## config.mk

```make
export PLATFORM = sky130hd
export DESIGN_NAME = planificador_ascensor
export DESIGN_NICKNAME = d
export VERILOG_FILES = /design/src/rtl/planificador_ascensor.sv
export SDC_FILE = /design/constraint.sdc
export NUM_CORES = 1
export LEC_CHECK = 0
export ABC_CLOCK_PERIOD_IN_PS = 4900
export CELL_PAD_IN_SITES_DETAIL_PLACEMENT = 1
export CELL_PAD_IN_SITES_GLOBAL_PLACEMENT = 1
export CORE_MARGIN = 2
export CORE_UTILIZATION = 40
export CTS_CLUSTER_SIZE = 8
export DETAILED_ROUTE_END_ITERATION = 8
export PLACE_DENSITY_LB_ADDON = 0.05
export SETUP_SLACK_MARGIN = 0.05
export SLEW_MARGIN = 5
export SYNTH_ARGS = -nofsm -noshare
export SYNTH_HDL_FRONTEND = slang
export SYNTH_SLANG_ARGS = --single-unit
```

## constraint.sdc

```tcl
create_clock -name clk -period 4.9 [get_ports clk]
set_input_delay 0.735 -clock clk [delete_from_list [all_inputs] [get_ports clk]]
set_output_delay 0.735 -clock clk [all_outputs]
set_load 0.01 [all_outputs]
```

## src/rtl/planificador_ascensor.sv

```systemverilog
// Four-floor elevator scheduler: latches hall/cabin requests, picks travel direction,
// drives the motor and sequences each stop around the door controller's busy signal.
module planificador_ascensor #(
  parameter int T_ESPERA = 4
) (
  input  logic       clk,
  input  logic       rst,
  input  logic [9:0] botones,
  input  logic       sensor_piso,
  input  logic       trabajando,
  output logic [9:0] pisos,
  output logic [3:0] estado,
  output logic [1:0] motor
);

  localparam int CW = (T_ESPERA > 1) ? $clog2(T_ESPERA + 1) : 1;

  typedef enum logic [1:0] {
    REPOSO   = 2'd0,
    MOVIENDO = 2'd1,
    DETENIDO = 2'd2
  } state_t;

  state_t          state_q, state_d;
  logic [1:0]      floor_q, floor_d;
  logic            dir_q, dir_d;
  logic [9:0]      pisos_q, pisos_d;
  logic [3:0]      estado_q, estado_d;
  logic [1:0]      motor_q, motor_d;
  logic [CW-1:0]   cnt_q, cnt_d;
  logic            seen_q, seen_d;
  logic [9:0]      clr_s;
  logic [1:0]      next_floor_s;

  function automatic logic hall_up(input logic [9:0] p, input logic [1:0] f);
    case (f)
      2'd0:    hall_up = p[0];
      2'd1:    hall_up = p[1];
      2'd2:    hall_up = p[3];
      default: hall_up = 1'b0;
    endcase
  endfunction

  function automatic logic hall_dn(input logic [9:0] p, input logic [1:0] f);
    case (f)
      2'd0:    hall_dn = 1'b0;
      2'd1:    hall_dn = p[2];
      2'd2:    hall_dn = p[4];
      default: hall_dn = p[5];
    endcase
  endfunction

  function automatic logic cabin(input logic [9:0] p, input logic [1:0] f);
    case (f)
      2'd0:    cabin = p[6];
      2'd1:    cabin = p[7];
      2'd2:    cabin = p[8];
      default: cabin = p[9];
    endcase
  endfunction

  function automatic logic any_at(input logic [9:0] p, input logic [1:0] f);
    any_at = cabin(p, f) | hall_up(p, f) | hall_dn(p, f);
  endfunction

  // Any request strictly beyond floor f when travelling in direction d (1 = down).
  function automatic logic ahead(input logic [9:0] p, input logic [1:0] f, input logic d);
    ahead = 1'b0;
    for (int i = 0; i < 4; i++) begin
      if (d ? (i < int'(f)) : (i > int'(f))) begin
        ahead = ahead | any_at(p, 2'(i));
      end
    end
  endfunction

  function automatic logic should_stop(input logic [9:0] p, input logic [1:0] f, input logic d);
    should_stop = cabin(p, f) | (d ? hall_dn(p, f) : hall_up(p, f))
                | (any_at(p, f) & ~ahead(p, f, d));
  endfunction

  function automatic logic must_flip(input logic [9:0] p, input logic [1:0] f, input logic d);
    must_flip = ~ahead(p, f, d) & ~cabin(p, f) & ~(d ? hall_dn(p, f) : hall_up(p, f))
              & (d ? hall_up(p, f) : hall_dn(p, f));
  endfunction

  // The end floors have a single hall button, so it is served regardless of direction.
  function automatic logic [9:0] serve_mask(input logic [1:0] f, input logic d);
    serve_mask = 10'd0;
    case (f)
      2'd0: begin
        serve_mask[6] = 1'b1;
        serve_mask[0] = 1'b1;
      end
      2'd1: begin
        serve_mask[7] = 1'b1;
        if (d) serve_mask[2] = 1'b1;
        else   serve_mask[1] = 1'b1;
      end
      2'd2: begin
        serve_mask[8] = 1'b1;
        if (d) serve_mask[4] = 1'b1;
        else   serve_mask[3] = 1'b1;
      end
      default: begin
        serve_mask[9] = 1'b1;
        serve_mask[5] = 1'b1;
      end
    endcase
  endfunction

  always_comb begin
    state_d      = state_q;
    floor_d      = floor_q;
    dir_d        = dir_q;
    cnt_d        = '0;
    seen_d       = 1'b0;
    clr_s        = 10'd0;
    next_floor_s = dir_q ? (floor_q - 2'd1) : (floor_q + 2'd1);

    case (state_q)
      REPOSO: begin
        // Only a call this stop would actually clear holds the cabin here; otherwise
        // an opposite-direction hall call could re-open the doors forever.
        if (should_stop(pisos_q, floor_q, dir_q)) begin
          state_d = DETENIDO;
          if (must_flip(pisos_q, floor_q, dir_q)) dir_d = ~dir_q;
        end else if (ahead(pisos_q, floor_q, dir_q)) begin
          state_d = MOVIENDO;
        end else if (ahead(pisos_q, floor_q, ~dir_q)) begin
          state_d = MOVIENDO;
          dir_d   = ~dir_q;
        end else begin
          state_d = REPOSO;
        end
      end

      MOVIENDO: begin
        if (!sensor_piso) begin
          state_d = MOVIENDO;
        end else if ((dir_q && floor_q == 2'd0) || (!dir_q && floor_q == 2'd3)) begin
          state_d = DETENIDO;
          if (must_flip(pisos_q, floor_q, dir_q)) dir_d = ~dir_q;
        end else begin
          floor_d = next_floor_s;
          if (should_stop(pisos_q, next_floor_s, dir_q)) begin
            state_d = DETENIDO;
            if (must_flip(pisos_q, next_floor_s, dir_q)) dir_d = ~dir_q;
          end else begin
            state_d = MOVIENDO;
          end
        end
      end

      DETENIDO: begin
        // seen_q marks that the doors have started working; their release ends the stop.
        if (seen_q) begin
          if (!trabajando) begin
            clr_s   = serve_mask(floor_q, dir_q);
            state_d = REPOSO;
          end else begin
            seen_d = 1'b1;
          end
        end else if (trabajando) begin
          seen_d = 1'b1;
        end else if (cnt_q == CW'(T_ESPERA - 1)) begin
          clr_s   = serve_mask(floor_q, dir_q);
          state_d = REPOSO;
        end else begin
          cnt_d = cnt_q + 1'b1;
        end
      end

      default: begin
        state_d = REPOSO;
      end
    endcase

    pisos_d  = (pisos_q & ~clr_s) | botones;
    motor_d  = (state_d == MOVIENDO) ? (dir_d ? 2'b10 : 2'b01) : 2'b00;
    estado_d = {(state_d == MOVIENDO), dir_d, floor_d};
  end

  always_ff @(posedge clk) begin
    if (rst) begin
      state_q  <= REPOSO;
      floor_q  <= 2'd0;
      dir_q    <= 1'b0;
      pisos_q  <= 10'd0;
      estado_q <= 4'd0;
      motor_q  <= 2'b00;
      cnt_q    <= '0;
      seen_q   <= 1'b0;
    end else begin
      state_q  <= state_d;
      floor_q  <= floor_d;
      dir_q    <= dir_d;
      pisos_q  <= pisos_d;
      estado_q <= estado_d;
      motor_q  <= motor_d;
      cnt_q    <= cnt_d;
      seen_q   <= seen_d;
    end
  end

  assign pisos  = pisos_q;
  assign estado = estado_q;
  assign motor  = motor_q;

endmodule

```

[Word-level counts from Yosys, hierarchy flattened]
Cells that the tools add are included.
Storage, ports and cells
  output and inout bits: 16
  input bits: 14
  register bits after elaboration: 25
  word-level logic and storage cells: 613
Cells by class
  reductions and logical operators: 11
  bitwise operators: 113
  order comparisons: 12
  add/subtract/negate cells: 3
  equal/unequal tests: 9
  mux-type cells: 457
Operator list (number)
  $mux W1: 429
  $or A1 B1 Y1: 85
  $mux W10: 5
  $mux W2: 15
  $pmux W1 S3: 6
  $not A1 Y1: 14
  $and A1 B1 Y1: 11
  $and A10 B10 Y10: 1
  $not A10 Y10: 1
  $or A10 B10 Y10: 1
  $eq A2 B1 Y1 const B: 4
  $eq A2 B2 Y1 const B: 4
  $gt A2 B2 Y1 const A: 4
  $lt A1 B2 Y1 const A: 4
  $logic_not A2 Y1: 3
  $pmux W2 S3: 1
  $reduce_or A5 Y1: 1
  $gt A1 B2 Y1 const A: 2
  $lt A2 B2 Y1 const A: 2
  $reduce_or A2 Y1: 2
  $add A3 B1 Y3 const B: 1
  $eq A3 B2 Y1 const B: 1
  $reduce_or A3 Y1: 1
  $add A2 B1 Y2 const B: 1
  5 further kinds: 6

[Logic depth before layout (Yosys ltp)]
Gate-level depths: netlist of the first run.
  depth in word-level cells: 71
  mapped depth: 11
  mapped depth without buffers: 9

[Worst setup path before layout of the first run]
Ideal clock, no wire load.
  path type: register -> register
  start: register floor_q[0]
  end: register motor_q[0], in the netlist motor[0]
  library setup time: 0.115 ns
  setup slack: 1.977 ns
  period minus slack after synthesis: 2.923 ns
  cell stages (with the launch flop): 11
  arrival time: 2.808 ns
  required time: 4.785 ns
  path buffers: 1
  path through: dfxtp_1 > buf_2 > inv_1 > ha_1 > xor2_2 > mux4_1 > nor4_1 > a2bb2oi_1 > o211a_1 > o32a_1 > and2_1
Between the ends
  word-level cells in the longest chain between the ends: 37
  elaborated cells between the ends (all ways): 262
  classes of those cells: add/sub: 2; order compare: 12; eq/ne: 6; mux: 184; bitwise: 52; reduce/logical: 6
RTL lines
  from (decl): RTL line 25  | logic [1:0] floor_q, floor_d;
  from (signal assigned): RTL line 195  | floor_q <= floor_d;
  $add A2 B1 Y2 or $sub A2 B1 Y2 (tied branches): RTL line 118  | next_floor_s = dir_q ? (floor_q - 2'd1) : (floor_q + 2'd1);
  $mux W2 (*): RTL line 118
  via next_floor_s[0]: RTL line 33  | logic [1:0] next_floor_s;
  $lt A1 B2 Y1: RTL line 70  | if (d ? (i < int'(f)) : (i > int'(f))) begin
  $mux W1 (2 in series): RTL line 70
  $mux W1: RTL line 145  | if (should_stop(pisos_q, next_floor_s, dir_q)) begin
  $mux W1: RTL line 140  | end else if ((dir_q && floor_q == 2'd0) || (!dir_q && floor_q == 2'd3)) begin
  $mux W1: RTL line 138  | if (!sensor_piso) begin
  [20 not listed]
  $and A1 B1 Y1 (2 in series): RTL line 82  | must_flip = ~ahead(p, f, d) & ~cabin(p, f) & ~(d ? hall_dn(p, f) : hall_up(p, f))
  $and A1 B1 Y1: RTL line 83  | & (d ? hall_up(p, f) : hall_dn(p, f));
  $mux W1: RTL line 147  | if (must_flip(pisos_q, next_floor_s, dir_q)) dir_d = ~dir_q;
  $mux W1: RTL line 145
  $mux W1: RTL line 140
  $mux W1: RTL line 138
  $pmux W1 S2: RTL line 120  | case (state_q)
  $mux W2: RTL line 179  | motor_d = (state_d == MOVIENDO) ? (dir_d ? 2'b10 : 2'b01) : 2'b00;
  to (signal assigned): RTL line 199  | motor_q <= motor_d;
  to (decl): RTL line 29  | logic [1:0] motor_q, motor_d;
The timed path passes the listed nets; every way through them passes the cells marked *. The select of a mux whose other input is x is not followed.
A chain may end at the register's enable or synchronous reset.

[Final worst setup path of the first run]
Ends and elaborated chain as after synthesis.

==> results of run 1 <==
## critical path, delay by kind of cell (launching register included)
| kind | cells | cell delay (ns) |
|---|---|---|
| muxes | 1 | 0.64 |
| xor gates and xnor gates | 1 | 0.36 |
| AOI/OAI and AO/OA | 3 | 0.52 |
| adders and majority gates | 1 | 0.42 |
| DFF | 1 | 0.67 |
| buffers and inverters | 1 | 0.17 |
| and+or+nand+nor | 2 | 0.40 |
## logic make-up (layout without fill, tap and decap cells)
| logic type | Yosys count | in the layout | synth area share |
|---|---|---|---|
| simple gates | 64 | 64 | 0.2294 |
| flops | 22 | 22 | 0.3154 |
| fa+ha+maj | 8 | 8 | 0.07169 |
| mux | 6 | 6 | 0.05556 |
| xor+xnor | 2 | 2 | 0.01793 |
| compound gates | 52 | 52 | 0.2590 |
| buf+inv | 16 | 41 | 0.05107 |
## Yosys cell counts, types with 2 or more instances
master / n / area share
dfxtp_1: 22 / 0.32
nor2_1: 18 / 0.048
a21oi_1: 16 / 0.057
nand2_1: 14 / 0.038
ha_1: 8 / 0.072
inv_1: 8 / 0.022
nor3_1: 7 / 0.025
o21ai_0: 7 / 0.025
mux2i_1: 4 / 0.029
nand3_1: 4 / 0.014
nor3b_1: 4 / 0.022
a211oi_1: 3 / 0.016
a22oi_1: 3 / 0.016
a31oi_1: 3 / 0.013
and2_1: 3 / 0.013
buf_2: 3 / 0.011
a2111oi_0: 2 / 0.013
and3_1: 2 / 0.0090
buf_4: 2 / 0.011
clkbuf_1: 2 / 0.0054
nand3b_1: 2 / 0.011
nor2b_1: 2 / 0.0090
nor4_1: 2 / 0.0090
o221ai_1: 2 / 0.013
o22a_1: 2 / 0.013
or3_1: 2 / 0.0090
## power by group through the flow
stage	logic [uW]	clock network, uW	registers (uW)
floorplan	101	0	222
global placement	148	0	229
detailed placement	155	0	230
CTS	156	146	226
global route	170	155	232
finish	156	143	226
## final cells by class
| class | instances | area, um2 | area share |
|---|---|---|---|
| clock buffers | 3 | 22.52 | 0.01283 |
| clock inverters | 1 | 30.03 | 0.01711 |
| inverters | 8 | 30.03 | 0.01711 |
| multi-input cells | 132 | 884.6 | 0.5039 |
| flip-flops and latches | 22 | 440.4 | 0.2509 |
| well taps | 46 | 57.56 | 0.03279 |
| repair buffers | 29 | 290.3 | 0.1654 |
## metal layers
metal	wire, um	vias to the layer above	global-route usage
met2	2011	36	0.3923
met4	32	0	0.04722
met1	1903	666	0.2805
met5	0	-	0
met3	172	6	0.03750
li1	-	672	-
## per-stage QoR
stage	total power [uW]	std cells
after floorplan	323.5	170
after global placement	377.2	237
after detailed placement	385.4	237
after CTS	528.3	241
after global routing	556.7	241
final	524.8	241
## cell usage in the layout, fill, tap and decap left out, types with 4 or more instances in the layout
master            n
nor3b_1           4
o21ai_0           7
ha_1              8
nand3_1           4
dfxtp_1          22
nand2_1          14
inv_1             8
clkdlybuf4s50_1  29
a21oi_1          16
nor2_1           18
mux2i_1           4
nor3_1            7
## state kept, by name, indices dropped and copies added (netlist names)
register / count
cnt_q: 3
estado: 3
floor_q: 1
motor: 2
pisos: 10
seen_q: 1
state_q: 2
## final timing paths
check,startpoint,to,slack (ns),cells after the start
max,floor_q[0]$_SDFFE_PP0P_,motor[0]$_SDFF_PP0_,1.63,9
min,cnt_q[0]$_SDFF_PP0_,cnt_q[0]$_SDFF_PP0_,0.44,1
max reg2reg,floor_q[0]$_SDFFE_PP0P_,motor[0]$_SDFF_PP0_,1.63,9
min reg2reg,cnt_q[0]$_SDFF_PP0_,cnt_q[0]$_SDFF_PP0_,0.44,1
==> key figures, run 1 <==
Finish
  • Layout fillers: 413
  • Area Growth Syn to Fin: 25.72%
  • Post-route cell area: 0.001755 mm2
  • Fin util: 0.5261
  • Layout cell share with drive strength beyond 1: 0.05641
  • Nets@finish: 218
  • Diode count: 0

Global routing
  • Grt ovf: 0
  • Initial antenna violation count: 0
  • Largest net degree at the start of global routing: 26
  • Vias in the first global route: 1,525
  • First-pass GRT wire length: just over 7000 um
  • Gr usage total: 0.2215

CTS
  • Worst-path clk slew: between 0.1 and 0.15 ns
  • Max Root-Sink Buffers: 2
  • Post-cts sizing count: 0
  • Clk sink count: 22
  • H-tree Lvls: 1
  • Clock Latency Late Sink: 0.32 ns
  • Root buffer cell: clkbuf_4
  • Post-CTS Setup Bufs: 0
  • CTS tree: done
  • CTS buffer count: 3
  • Hold-fix buffers, CTS: 0

Timing
  • Total negative slack: 0 ns
  • Slew Viols, Final: 0
  • Final Hold Slack: 0.4367 ns
  • Max Fclk: 0.3056 GHz
  • Final Worst Setup Slack: 1.627 ns
  • Period minus WS final: 3.273 ns
  • Hold Fails Final Rpt: 0
  • Period utilisation layout: 0.6679
  • Layout Skew: around 0.0033 ns
  • RSZ-0062 raised after global routing: no
  • Rel. slew slack: 0.4108
  • Final setup vio count: 0
  • Pin slew with the least headroom to its limit: 0.8827 ns

Worst setup path
  • Critical path capture point type: flop
  • Crit path kind: flop to flop
  • CP max stage cell: dfxtp_1
  • CP peak stage delay: roughly 0.67 ns
  • Crit path DAT: 3.50 ns
  • Req. time, crit path: 5.13 ns
  • CP Max Fanout: 15
  • Worst path cell trace: inv_1 -> ha_1 -> xor2_2 -> mux4_1 -> nor4_1 -> a2bb2oi_1 -> o211a_1 -> o32a_1 -> and2_1
  • Setup crit start kind: flop

Synthesis
  • Synth Warn #: 0
  • Synth cell types: between 40 and 50
  • Number of synthesized flops with an enable pin: 0
  • Yosys reg bits: 22
  • Syn nets: 192
  • Mean post-synth cell area: 8.214 um2
  • Sequential area share after synthesis: 0.3154
  • Mapped cell area: 0.001396 mm2
  • Post-Syn Instances: 170
  • Main synth FF type: dfxtp_1
  • Ys async rst share: 0

Power and ir drop
  • Maximum VDD drop: between 0.00015 and 0.0002 V
  • Power Density: approximately 300 mW/mm2
  • Clock share of power: 0.272
  • P_sw: 166.9 uW
  • Sw Ratio: 0.3180
  • Power share of the sequential group: 0.431
  • Logic gate share of total power: 0.297
  • LEAKAGE: between 0.0006 and 0.0007 uW
  • P_int: 357.9 uW

Routing
  • Avg WL per Cell: ~17 um
  • DR vias: between 1,000 and 1,500
  • Vias per cell: 5.726
  • Routed Antenna Nets: 0
  • Final wirelength: 4119 um
  • First DRT Iteration DRCs: 70
  • Post-route DRC: 0
  • DR pass1 iterations: 4

Floorplan
  • Die height: roughly 63 um
  • Die X-Extent: approximately 63 um
  • CORE AREA: 0.003337 mm2
  • # rows: 21
  • Top Ports: 30
  • DIE AREA: 0.003980 mm2
  • Initial Utilization: 0.4184

Min path
  • Hold/Removal Path Class: flop to flop

Placed design
  • Post-Place Cell Area: 0.001703 mm2
  • Port buffer count: 29
  • DP Wirelength: 3143 um
  • Post-place setup slack: 1.657 ns
  • Placer Congestion: 0.8439

Status
  • Status: complete, no violations

Run
  • Number of max-cap violations: 0
Note: power is estimated with default switching activity, not from simulation.
==> run 2, diff against run 1 <==
Settings changed: ABC_CLOCK_PERIOD_IN_PS 4900 to 2780, CORE_UTILIZATION 40 to 33.
Clock period 4.9 ns to 2.78 ns, I/O delays scaled along.
==> key figures, run 2 (synthesis results as in run 1) <==
Status
  • Status: complete, no violations (unchanged)

Global routing
  • First-pass GRT wire length: 7493 um (was 7093 um)
  • Vias in the first global route: 1,519 (was 1,525)
  • Initial antenna violation count: 0 (unchanged)
  • Gr usage total: 0.1865 (was 0.2215)
  • Largest net degree at the start of global routing: 19 (was 26)
  • Grt ovf: 0 (unchanged)

Worst setup path
  • CP endpoint: motor[0]$_SDFF_PP0_ (unchanged)
  • Crit path kind: flop to flop (unchanged)
  • CP peak stage delay: 0.56 ns (was 0.67 ns)
  • CP Max Fanout: 5 (was 15)
  • Worst r2r path cells: 9 (unchanged)
  • Crit path DAT: 2.73 ns (was 3.50 ns)
  • Setup crit start kind: flop (unchanged)
  • Reg-to-reg startpoint: floor_q[0]$_SDFFE_PP0P_ (unchanged)
  • CP max stage cell: mux4_2 (was dfxtp_1)
  • Reg2Reg Setup Slack: 0.21 ns (was 1.63 ns)
  • Setup crit start: floor_q[0]$_SDFFE_PP0P_ (unchanged)
  • Worst path bufs/invs: 1 (unchanged)
  • Critical path capture point type: flop (unchanged)
  • Crit path depth: 9 (unchanged)
  • Worst reg2reg endpoint: motor[0]$_SDFF_PP0_ (unchanged)
  • Worst path cell trace: inv_1 -> ha_2 -> xor2_4 -> mux4_2 -> nor4_1 -> a2bb2oi_1 -> o211a_1 -> o32a_1 -> and2_1 (was inv_1 -> ha_1 -> xor2_2 -> mux4_1 -> nor4_1 -> a2bb2oi_1 -> o211a_1 -> o32a_1 -> and2_1)
  • Req. time, crit path: 2.94 ns (was 5.13 ns)
  • Top delay family on crit path: multiplexers (was flip-flops)

CTS
  • CTS buffer count: 3 (unchanged)
  • CTS tree: done (unchanged)
  • Root buffer cell: clkbuf_8 (was clkbuf_4)
  • Max Root-Sink Buffers: 2 (unchanged)
  • Worst-path clk slew: 0.08 ns (was 0.13 ns)
  • Clk sink count: 22 (unchanged)
  • Clock Latency Late Sink: 0.26 ns (was 0.32 ns)
  • H-tree Lvls: 1 (unchanged)

Power and ir drop
  • Maximum VDD drop: 0.0002562 V (was 0.0001928 V)
  • Tot Pwr: 1013 uW (was 524.8 uW)
  • Power Density: 534.9 mW/mm2 (was 299.0 mW/mm2)
  • LEAKAGE: 0.0007053 uW (was 0.0006464 uW)
  • Clock share of power: 0.292 (was 0.272)
  • Logic gate share of total power: 0.323 (was 0.297)
  • P_sw: 306.7 uW (was 166.9 uW)
  • P_int: 706.6 uW (was 357.9 uW)
  • Power share of the sequential group: 0.385 (was 0.431)
  • Sw Ratio: 0.3027 (was 0.3180)

Finish
  • Layout fillers: 502 (was 413)
  • Nets@finish: 229 (was 218)
  • Layout cell share with drive strength beyond 1: 0.1456 (was 0.05641)
  • Area Growth Syn to Fin: 35.66% (was 25.72%)
  • Commonest non-fill, non-tap cell in the layout: clkdlybuf4s50_1 (unchanged)
  • Most frequent cells in the layout: clkdlybuf4s50_1 (29), dfxtp_1 (21), nor2_1 (18), a21oi_1 (16), nand2_1 (14) (was clkdlybuf4s50_1 (29), dfxtp_1 (22), nor2_1 (18), a21oi_1 (16), nand2_1 (14))
  • Number of flip-flops in the largest register: 10 (unchanged)
  • Diode count: 0 (unchanged)

Timing
  • Pin slew with the least headroom to its limit: 0.6328 ns (was 0.8827 ns)
  • Hold Fails Final Rpt: 0 (unchanged)
  • Final Hold Slack: 0.4329 ns (was 0.4367 ns)
  • Max Fclk: 0.3893 GHz (was 0.3056 GHz)
  • Total negative slack: 0 ns (unchanged)
  • Slew Viols, Final: 0 (unchanged)
  • RSZ-0062 raised after global routing: no (unchanged)
  • Final setup vio count: 0 (unchanged)
  • Period minus WS final: 2.568 ns (was 3.273 ns)
  • Layout Skew: 0.001647 ns (was 0.003321 ns)
  • Rel. slew slack: 0.5768 (was 0.4108)
  • Period utilisation layout: 0.9239 (was 0.6679)

Routing
  • First DRT Iteration DRCs: 43 (was 70)
  • DR pass1 iterations: 5 (was 4)
  • Avg WL per Cell: 16.92 um (was 17.09 um)
  • Vias per cell: 5.746 (was 5.726)
  • Routed Antenna Nets: 0 (unchanged)
  • Final wirelength: 4332 um (was 4119 um)
  • DR vias: 1,471 (was 1,380)
  • Post-route DRC: 0 (unchanged)

Floorplan
  • DIE AREA: 0.004768 mm2 (was 0.003980 mm2)
  • Die X-Extent: 69.05 um (was 63.09 um)
  • CORE AREA: 0.004029 mm2 (was 0.003337 mm2)
  • Die height: 69.05 um (was 63.09 um)
  • Top Ports: 30 (unchanged)
  • Initial Utilization: 0.3466 (was 0.4184)
  • # rows: 23 (was 21)

Placed design
  • DP Wirelength: 3358 um (was 3143 um)
  • Port buffer count: 29 (unchanged)
  • Placer Congestion: 0.9332 (was 0.8439)

Run
  • Number of max-cap violations: 0 (unchanged)

Min path
  • Hold/Removal Path Class: flop to flop (unchanged)
run 2: cell count changes in the layout (fill, tap and decap cells not counted), sizes merged:
cell  change
buf      +11
run 2: repair_timing:
item                                    4_1_cts  5_1_grt
endpoints found under the setup margin        2        6
buffers inserted                              2        1
hold buffers                                  0        0
gates resized for setup                       2        8
pin swaps                                     1        2
run 2: routing by layer:
| layer | routed length (um) | track usage | up-vias |
|---|---|---|---|
| li1 | - | - | 696 |
| met1 | 2004 | 0.2561 | 731 |
| met2 | 2078 | 0.3034 | 40 |
| met3 | 213 | 0.02778 | 4 |
| met4 | 36 | 0.05229 | 0 |
| met5 | 0 | 0 | - |
run 2: worst min path at each step:
stage                                   start             endpoint  slack [ns]  cells past startpoint
after detailed placement  cnt_q[0]$_SDFF_PP0_  cnt_q[0]$_SDFF_PP0_        0.43                      1
after floorplan           cnt_q[0]$_SDFF_PP0_  cnt_q[0]$_SDFF_PP0_        0.40                      1
after global placement    cnt_q[0]$_SDFF_PP0_  cnt_q[0]$_SDFF_PP0_        0.40                      1
after global routing      cnt_q[0]$_SDFF_PP0_  cnt_q[0]$_SDFF_PP0_        0.47                      1
after CTS                 cnt_q[0]$_SDFF_PP0_  cnt_q[0]$_SDFF_PP0_        0.44                      1
final                     cnt_q[0]$_SDFF_PP0_  cnt_q[0]$_SDFF_PP0_        0.43                      1
run 2: per-stage QoR:
step / setup slack [ns] / utilization / cell area, um2 / std cells
2_1_floorplan: 0.05118 / - / 1396 / 170
3_3_place_gp: 0.1333 / 0.4382 / 1765 / 249
3_5_place_dp: -0.03251 / 0.4382 / 1765 / 249
4_1_cts: 0.05860 / 0.4612 / 1858 / 255
5_1_grt: 0.009990 / 0.4702 / 1894 / 256
6_report: 0.2115 / 0.4702 / 1894 / 256
run 2: layout make-up:
| cell class | instances | area (um2) | area share |
|---|---|---|---|
| clock buffers | 3 | 41.29 | 0.02180 |
| clock inverters | 1 | 30.03 | 0.01585 |
| inverters | 8 | 30.03 | 0.01585 |
| multi-input cells | 132 | 915.9 | 0.4835 |
| flip-flops and latches | 22 | 441.7 | 0.2332 |
| well taps | 50 | 62.56 | 0.03303 |
| repair buffers | 40 | 372.9 | 0.1968 |
run 2: power groups by stage:
| stage | combinational (uW) | clock, uW | sequential [uW] |
|---|---|---|---|
| 2_1_floorplan | 180 | 0 | 392 |
| 3_3_place_gp | 291 | 0 | 395 |
| 3_5_place_dp | 301 | 0 | 396 |
| 4_1_cts | 315 | 308 | 389 |
| 5_1_grt | 360 | 319 | 397 |
| 6_report | 327 | 296 | 390 |
